===== config.mk =====
export PLATFORM = sky130hd
export DESIGN_NAME = digilock_controller
export DESIGN_NICKNAME = d
export VERILOG_FILES = /design/src/rtl/digilock_pkg.sv /design/src/rtl/digilock_timer.sv /design/src/rtl/digilock_controller.sv
export SDC_FILE = /design/constraint.sdc
export NUM_CORES = 1
export LEC_CHECK = 0
export CORE_MARGIN = 2
export CORE_UTILIZATION = 53
export DETAILED_ROUTE_END_ITERATION = 8
export HOLD_SLACK_MARGIN = 0.03
export PLACE_DENSITY = 0.75
export SLEW_MARGIN = 20
export SYNTH_ARGS = -nofsm -noshare
export SYNTH_HDL_FRONTEND = slang
export SYNTH_SLANG_ARGS = --single-unit

===== constraint.sdc =====
create_clock -name clk -period 2 [get_ports clk]
set_clock_uncertainty 0.15 [all_clocks]
set_input_delay 0.5 -clock clk [delete_from_list [all_inputs] [get_ports clk]]
set_output_delay 0.5 -clock clk [all_outputs]
set_load 0.01 [all_outputs]

===== src/rtl/digilock_pkg.sv =====
// Shared types and helpers for the DigiLock keypad sequencer.
package digilock_pkg;

   typedef enum logic [2:0] {
      ENTRY,
      CHECK,
      OPEN,
      PROG,
      LOCKOUT
   } state_t;

   localparam logic [3:0] KEY_PROG  = 4'hA;
   localparam logic [3:0] KEY_CLEAR = 4'hB;

   function automatic logic is_digit(input logic [3:0] key);
      return (key <= 4'd9);
   endfunction

   // Width of a down-counter that must hold max(a,b)-1; never narrower than 1 bit.
   function automatic int timer_width(input int a, input int b);
      int m;
      m = (a > b) ? a : b;
      return ($clog2(m) < 1) ? 1 : $clog2(m);
   endfunction

endpackage


===== src/rtl/digilock_timer.sv =====
// Loadable down-counter shared by the OPEN and LOCKOUT durations.
module digilock_timer #(
   parameter int W = 4
) (
   input  logic         clk,
   input  logic         rst,
   input  logic         load,
   input  logic [W-1:0] load_value,
   input  logic         dec,
   output logic         zero
);

   logic [W-1:0] count;

   always_ff @(posedge clk or posedge rst) begin
      if (rst) begin
         count <= '0;
      end else if (load) begin
         count <= load_value;
      end else if (dec && (count != '0)) begin
         count <= count - W'(1);
      end
   end

   assign zero = (count == '0);

endmodule


===== src/rtl/digilock_controller.sv =====
// DigiLock sequencer: code entry, check, door-open window, reprogramming and lockout.
//
//  state   | meaning
//  --------+-----------------------------------------------------------
//  ENTRY   | collecting digits, accumulating mismatch against stored code
//  CHECK   | one cycle: decide open vs fail, update tries
//  OPEN    | door unlocked for OPEN_CYCLES; PROG key enters programming
//  PROG    | shifting a new code into the shadow register
//  LOCKOUT | all keys ignored for LOCKOUT_CYCLES
module digilock_controller
   import digilock_pkg::*;
#(
   parameter int                    N_DIGITS       = 4,
   parameter int                    MAX_TRIES      = 3,
   parameter int                    OPEN_CYCLES    = 8,
   parameter int                    LOCKOUT_CYCLES = 16,
   parameter logic [4*N_DIGITS-1:0] RESET_CODE     = 16'h1234
) (
   input  logic       clk,
   input  logic       rst,
   input  logic       key_valid,
   input  logic [3:0] key_code,
   output logic       open,
   output logic       locked_out,
   output logic       fail,
   output logic       prog_done,
   output logic [2:0] digit_count
);

   localparam int CW  = 4 * N_DIGITS;
   localparam int TW  = timer_width(OPEN_CYCLES, LOCKOUT_CYCLES);
   localparam int TRW = $clog2(MAX_TRIES + 1);

   localparam logic [2:0]     LAST_IDX   = 3'(N_DIGITS - 1);
   localparam logic [TW-1:0]  OPEN_LOAD  = TW'(OPEN_CYCLES - 1);
   localparam logic [TW-1:0]  LOCK_LOAD  = TW'(LOCKOUT_CYCLES - 1);
   localparam logic [TRW-1:0] TRIES_LAST = TRW'(MAX_TRIES - 1);
   localparam logic [TRW-1:0] TRIES_MAX  = TRW'(MAX_TRIES);

   state_t         state, state_nx;
   logic [CW-1:0]  code, code_nx;
   logic [CW-1:0]  shadow, shadow_nx;
   logic [2:0]     idx, idx_nx;
   logic           mismatch, mismatch_nx;
   logic [TRW-1:0] tries, tries_nx;
   logic           prog_store;

   logic           tmr_load;
   logic [TW-1:0]  tmr_value;
   logic           tmr_dec;
   logic           tmr_zero;

   logic           key_digit, key_clear, key_prog;
   logic [CW-1:0]  code_shift;
   logic [CW-1:0]  shadow_shift;

   assign key_digit    = key_valid && is_digit(key_code);
   assign key_clear    = key_valid && (key_code == KEY_CLEAR);
   assign key_prog     = key_valid && (key_code == KEY_PROG);
   // Digit idx of the stored code, most significant digit first.
   assign code_shift   = code >> {LAST_IDX - idx, 2'b00};
   assign shadow_shift = {shadow[CW-5:0], key_code};

   digilock_timer #(.W(TW)) u_timer (
      .clk        (clk),
      .rst        (rst),
      .load       (tmr_load),
      .load_value (tmr_value),
      .dec        (tmr_dec),
      .zero       (tmr_zero)
   );

   always_comb begin
      state_nx    = state;
      code_nx     = code;
      shadow_nx   = shadow;
      idx_nx      = idx;
      mismatch_nx = mismatch;
      tries_nx    = tries;
      prog_store  = 1'b0;
      tmr_load    = 1'b0;
      tmr_value   = '0;
      tmr_dec     = 1'b0;

      case (state)
         ENTRY: begin
            if (key_digit) begin
               mismatch_nx = mismatch | (key_code != code_shift[3:0]);
               if (idx == LAST_IDX) begin
                  state_nx = CHECK;
                  idx_nx   = '0;
               end else begin
                  idx_nx = idx + 3'd1;
               end
            end else if (key_clear) begin
               idx_nx      = '0;
               mismatch_nx = 1'b0;
            end
         end
         CHECK: begin
            mismatch_nx = 1'b0;
            if (!mismatch) begin
               state_nx  = OPEN;
               tries_nx  = '0;
               tmr_load  = 1'b1;
               tmr_value = OPEN_LOAD;
            end else if (tries == TRIES_LAST) begin
               state_nx  = LOCKOUT;
               tries_nx  = '0;
               tmr_load  = 1'b1;
               tmr_value = LOCK_LOAD;
            end else begin
               state_nx = ENTRY;
               tries_nx = (tries == TRIES_MAX) ? tries : tries + TRW'(1);
            end
         end
         OPEN: begin
            tmr_dec = 1'b1;
            if (key_prog) begin
               state_nx = PROG;
               idx_nx   = '0;
            end else if (tmr_zero) begin
               state_nx = ENTRY;
            end
         end
         PROG: begin
            if (key_digit) begin
               shadow_nx = shadow_shift;
               if (idx == LAST_IDX) begin
                  code_nx    = shadow_shift;
                  prog_store = 1'b1;
                  state_nx   = ENTRY;
                  idx_nx     = '0;
               end else begin
                  idx_nx = idx + 3'd1;
               end
            end else if (key_clear) begin
               state_nx = ENTRY;
               idx_nx   = '0;
            end
         end
         LOCKOUT: begin
            tmr_dec = 1'b1;
            if (tmr_zero) begin
               state_nx = ENTRY;
               idx_nx   = '0;
            end
         end
         default: begin
            state_nx = ENTRY;
            idx_nx   = '0;
         end
      endcase
   end

   always_ff @(posedge clk or posedge rst) begin
      if (rst) begin
         state    <= ENTRY;
         code     <= RESET_CODE;
         shadow   <= '0;
         idx      <= '0;
         mismatch <= 1'b0;
         tries    <= '0;
      end else begin
         state    <= state_nx;
         code     <= code_nx;
         shadow   <= shadow_nx;
         idx      <= idx_nx;
         mismatch <= mismatch_nx;
         tries    <= tries_nx;
      end
   end

   // Outputs are flopped from next-state values so they line up with the state register.
   always_ff @(posedge clk or posedge rst) begin
      if (rst) begin
         open        <= 1'b0;
         locked_out  <= 1'b0;
         fail        <= 1'b0;
         prog_done   <= 1'b0;
         digit_count <= '0;
      end else begin
         open        <= (state_nx == OPEN);
         locked_out  <= (state_nx == LOCKOUT);
         fail        <= (state_nx == CHECK) && mismatch_nx;
         prog_done   <= prog_store;
         digit_count <= ((state_nx == ENTRY) || (state_nx == PROG)) ? idx_nx : 3'd0;
      end
   end

endmodule


==> results_dict.tcl, run 1 <==
set metrics [dict create \
    area_growth_pct 23.7 \
    fmax_mhz 475 \
    drc 0 \
    tns_ps -216 \
    synth_compound_area_share_pct 12.1 \
    post-route-util_pct 68.9 \
    synth_cell_types 51 \
    cts_tree "built" \
    rows 24 \
    avgRoutedWirePerCell_um 17.2 \
    ys.warnings.count 0 \
    die_h_um 71.9 \
    grt_use_total_pct 21.2 \
    vias 1746 \
    power.switching_mw 0.692 \
    share_seq_of_total_power_pct 46.8 \
    core_sq_um 4380 \
    cts_buffers 5 \
    pwr-share-comb_pct 27.2 \
    p_int_mw 1.71 \
    hold_class "flip-flop to flip-flop" \
    ant_nets 0 \
    synth_xor_area_share_pct 2.15 \
    p_per_area_nw_per_um2 796 \
    dpl_worst_slack_ps -457 \
    worst_pin_slew_ps 527 \
    routed_wl_um 5070 \
    gr-total-overflow 0 \
    switching_share_pct 28.8 \
    synth_fa_ha_area_share_pct 1.02 \
    muxShareOfSynthArea_pct 17.2 \
    p_leak_nw 1.41 \
    synth_flop_cell "dfrtp_1" \
    place_area_sq_um 2800 \
    hold_slack_ps 356 \
    synth_top_area_cell "dfrtp_1" \
    synthesis.area_sq_um 2440 \
    layout-drive-gt1-share_pct 42.4 \
    ir_worst_vdd_v 0.000501 \
    cp_max_fo 4 \
    max_cap_violations 0 \
    yosys.area_share.simple_pct 13.9 \
    cp.arrival_ps 2140 \
    syn_avg_cell_area_sq_um 11.9 \
    synth_edf_count 0 \
    synthesis.instances 205 \
    r2r_start "idx[1]" \
    pin_count 14 \
    hold_viol 0 \
    post-route-period-util_pct 105 \
    vias_per_cell 5.92 \
    status "finished, violations left" \
    timing.hold.worst.start "shadow[11]" \
    fin_cells 295 \
    seq_area_frac_synth_pct 49.4 \
    grt_pass1_wl_um 8370 \
    worst_slack_ps -103 \
    slew_headroom_pct 64.9 \
    synth_top_family_by_area "multiplexers" \
    startpoint_type "flip-flop" \
    rsz0062_at_grt "true" \
    cts.sinks 48 \
    die_x_um 71.9 \
    place_congestion 0.921 \
    synth.most_common_cell "dfrtp_1" \
    ys_top_cells_by_count "43 x dfrtp_1, 29 x mux2_2, 15 x nand2_1" \
    synth_nets 214 \
    yosysTopAreaCellShare_pct 44.1 \
    root_buffer "clkbuf_8" \
    dp_hpwl_um 3420 \
    async_flop_share_pct 100 \
    clk_pin_slew_worst_paths_ps 80 \
    final_cell_area_sq_um 3020 \
    firstDrtPassIters 4 \
    die_area_sq_um 5170 \
    io_buffers 13 \
    synth-seq-cells 48 \
    cts_hold_buf 0 \
    grt_antenna_before_repair 0 \
    grt_max_degree 49 \
    r2r_slack_ps -100 \
    fin_crit_ps 2100 \
    drtIter0Drc 184 \
    diodes 0 \
    synth_area_leaders "dfrtp_1 44%, mux2_2 13%, dfstp_2 5.4%" \
    worstPathRequired_ps 2030 \
    clk_path_buf_depth 2 \
    holdPathEnd "shadow[11]" \
    htreeDepth 2 \
    initial_core_util_pct 55.7 \
    worstReg2RegEnd "fail" \
    endpoint_kind "flip-flop" \
    slew_viol_final 0 \
    dp_cells 284 \
    finalPower_mw 2.40 \
    clockPowerShare_pct 26.0 \
    finish.net_count 251 \
    grt_pass1_vias 1715 \
    violations "setup timing" \
    worst_skew_pair.late_latency_ps 300 \
    ff2ff_path_depth 5 \
    setup_viol 3 \
    path_class "flip-flop to flip-flop" \
    holdPathStages 1 \
]
## logic make-up (layout without fill, tap and decap cells)
family,count (synthesis),after routing
AND/OR/NAND/NOR,56,56
flip-flops,48,48
AO/OA/AOI/OAI,39,39
multiplexers,33,33
buffers and inverters,21,59
XOR/XNOR,6,6
adder cells (fa/ha/maj),2,2
## cells in the final DEF, fill, tap and decap left out, drive strengths merged, types with 4 or more instances in the layout
| cell type | netlist | final |
|---|---|---|
| nor3b | 8 | 8 |
| buf | 8 | 28 |
| nor3 | 5 | 5 |
| o21ai | 10 | 10 |
| dfstp | 5 | 5 |
| a21oi | 6 | 6 |
| nand3 | 5 | 5 |
| xnor2 | 5 | 5 |
| dfrtp | 43 | 43 |
| mux4 | 4 | 4 |
| dlygate4sd2 | 0 | 4 |
| clkdlybuf4s50 | 0 | 9 |
| mux2 | 29 | 29 |
| inv | 10 | 10 |
| clkbuf | 3 | 8 |
| nor2b | 4 | 4 |
| and2 | 4 | 4 |
| nand2 | 15 | 15 |
## worst max-delay path by stage
| stage | from | cells past startpoint | endpoint | slack [ps] |
|---|---|---|---|---|
| 2_1_floorplan | u_timer.count[0] | 7 | digit_count[0] | 7 |
| 6_report | idx[1] | 5 | fail | -100 |
| 3_3_place_gp | key_code[2] | 6 | digit_count[1] | -410 |
| 5_1_grt | idx[1] | 5 | fail | -180 |
| 3_5_place_dp | key_code[2] | 6 | digit_count[2] | -460 |
| 4_1_cts | idx[1] | 5 | fail | -130 |
## power groups by stage
stage,clock network (mW),logic (mW),registers (mW)
global route,0.676,0.710,1.14
detailed placement,0,0.521,1.14
floorplan,0,0.321,1.12
global placement,0,0.501,1.13
finish,0.626,0.653,1.12
CTS,0.645,0.571,1.12
## final cells by class
class | count | area, sq um
sequential | 48 | 1210
timing repair buffer | 41 | 380
inverter | 10 | 37.5
tap | 52 | 65.1
fill | 315 | 1360
clock buffer | 8 | 100
multi-input combinational | 136 | 1230
## sequential cells by signal, summed over array words and instances, names as in the netlist
signal         flops
locked_out         1
code              16
mismatch           1
idx                3
fail               1
digit_count        3
u_timer.count      4
state              3
tries              2
open               1
prog_done          1
shadow            12
## layer usage
metal	track usage (%)	routed length, um
met1	27.9	2240
met2	34.2	2560
met3	3.94	168
met4	9.43	93
met5	0	0
## worst max-delay path: stages, from the launching register on
cell and delay (ps):
dfrtp_2 440, mux4_2 570, xnor2_1 170, a41oi_2 220, a32oi_2 90, a2111oi_2 340
## timing repair
| item | in CTS | in global routing |
|---|---|---|
| resized for setup | 22 | 12 |
| setup buffers | 1 | 2 |
| pin swaps | 4 | 4 |
| setup endpoints to repair | 34 | 6 |
Power figures use the tool's default switching activity.
==> run 2: changes to the inputs <==
--- a/config.mk
+++ b/config.mk
@@ -10,6 +10,7 @@
 export DETAILED_ROUTE_END_ITERATION = 8
 export HOLD_SLACK_MARGIN = 0.03
 export PLACE_DENSITY = 0.75
+export SETUP_SLACK_MARGIN = 0.2
 export SLEW_MARGIN = 20
 export SYNTH_ARGS = -nofsm -noshare
 export SYNTH_HDL_FRONTEND = slang
==> results_dict.tcl, run 2 (synthesis gave the netlist of run 1 again) <==
set metrics [dict create \
    p_per_area_nw_per_um2 796 \
    clk_pin_slew_worst_paths_ps 80 \
    place_congestion 1.02 \
    power.switching_mw 0.738 \
    switching_share_pct 28.4 \
    reg_top3 "code: 16 flops, shadow: 12 flops, u_timer.count: 4 flops" \
    firstDrtPassIters 4 \
    post-route-util_pct 74.6 \
    worstPathRequired_ps 2020 \
    slowest_delay_ps 590 \
    p_int_mw 1.86 \
    path_buf_inv 0 \
    cts_buffers 5 \
    grt_pass1_vias 1955 \
    vias 1876 \
    die_x_um 71.9 \
    finish.net_count 261 \
    routed_wl_um 6010 \
    cts_tree "built" \
    grt_antenna_before_repair 0 \
    ir_worst_vdd_v 0.000466 \
    pin_count 14 \
    worst_skew_pair.late_latency_ps 310 \
    dp_hpwl_um 3590 \
    grt_pass1_wl_um 9610 \
    diodes 0 \
    fmax_mhz 468 \
    cpLargestDelayFamily "multiplexers" \
    dp_cells 285 \
    r2r_start "idx[0]" \
    root_buffer "clkbuf_8" \
    core_sq_um 4380 \
    final_common_cell "dfrtp_1" \
    worst_pin_slew_ps 429 \
    mostFrequentLayoutCells "41 x dfrtp_1, 28 x mux2_2, 26 x buf_4" \
    status "finished, violations left" \
    grt_max_degree 27 \
    drtIter0Drc 190 \
    startpoint_type "flip-flop" \
    hold_class "input port to flip-flop" \
    rsz0062_at_grt "true" \
    worst_slack_ps -139 \
    drc 0 \
    regMostFlops "code" \
    fin_cells 305 \
    vias_per_cell 6.15 \
    avgRoutedWirePerCell_um 19.7 \
    rows 24 \
    cp_max_fo 3 \
    post-route-period-util_pct 107 \
    timing.hold.worst.start "key_code[1]" \
    slew_viol_final 0 \
    violations "setup timing" \
    gr-total-overflow 0 \
    max_cap_violations 0 \
    layout-drive-gt1-share_pct 50.2 \
    setup_viol 3 \
    io_buffers 13 \
    pwr-share-comb_pct 27.7 \
    share_seq_of_total_power_pct 43.3 \
    clk_path_buf_depth 2 \
    path_class "flip-flop to flip-flop" \
    largest_reg_flops 16 \
    clockPowerShare_pct 29.0 \
    p_leak_nw 1.57 \
    cp.arrival_ps 2160 \
    hold_slack_ps 342 \
    ant_nets 0 \
    die_h_um 71.9 \
    slew_headroom_pct 71.1 \
    initial_core_util_pct 55.7 \
    fin_crit_ps 2140 \
    cp_cell_sequence "mux4_2 -> xnor2_1 -> nand4_1 -> a32oi_2 -> a2111oi_2" \
    endpoint_kind "flip-flop" \
    crit_start "idx[0]" \
    crit_slowest_cell "mux4_2" \
    htreeDepth 2 \
    hold_viol 0 \
    area_growth_pct 33.9 \
    grt_use_total_pct 24.5 \
    cts.sinks 48 \
    die_area_sq_um 5170 \
]
==> run 2: power groups by stage <==
stage	clock [mW]	sequential [mW]	combinational, mW
after floorplan	0	1.12	0.338
after global placement	0	1.13	0.484
after detailed placement	0	1.14	0.498
after CTS	0.776	1.12	0.582
after global routing	0.806	1.14	0.783
final	0.756	1.13	0.720
==> run 2: area by class of cell <==
type | count | area, sq um
clock buffer | 7 | 96.3
clock inverter | 1 | 30.0
fill | 272 | 1110
inverter | 10 | 37.5
multi-input combinational | 136 | 1310
sequential | 48 | 1210
tap | 52 | 65.1
timing repair buffer | 51 | 523
==> run 2: metrics by stage <==
stage	setup TNS, ps	total power [mW]	area, sq um	setup slack, ps
after CTS	-61.7	2.48	3170	-61.7
after global routing	-410	2.73	3270	-177
after floorplan	0	1.46	2470	63.2
after global placement	-11810	1.62	2820	-419
final	-264	2.60	3270	-139
after detailed placement	-13030	1.64	2820	-465
==> run 2: worst register-to-register path, delay by kind of cell (launching register included) <==
family           cells  cell delay [ps]
XOR/XNOR             1              170
AND/OR/NAND/NOR      1              170
AO/OA/AOI/OAI        2              490
multiplexers         1              600
flip-flops           1              430
==> run 2: final timing paths <==
check / to / slack (ps) / cells past startpoint
max in group asynchronous: code[4] / 980 / 3
min reg2reg: code[15] / 360 / 1
max: fail / -140 / 5
max reg2reg: fail / -140 / 5
min in group asynchronous: code[3] / 400 / 3
min: shadow[1] / 340 / 2
==> run 2: what timing repair did <==
item	4_1_cts	5_1_grt
hold buffers	0	0
gates cloned	3	0
pin swaps	12	14
setup endpoints to repair	46	43
buffers inserted	7	2
resized for setup	39	26
==> run 2: metal layers <==
layer / vias up / global-route usage, % / wire length (um)
met4: 0 / 9.22 / 148
met5: - / 0 / 0
met1: 969 / 32.4 / 2570
met2: 54 / 40.0 / 3040
met3: 14 / 4.78 / 255
li1: 839 / - / -
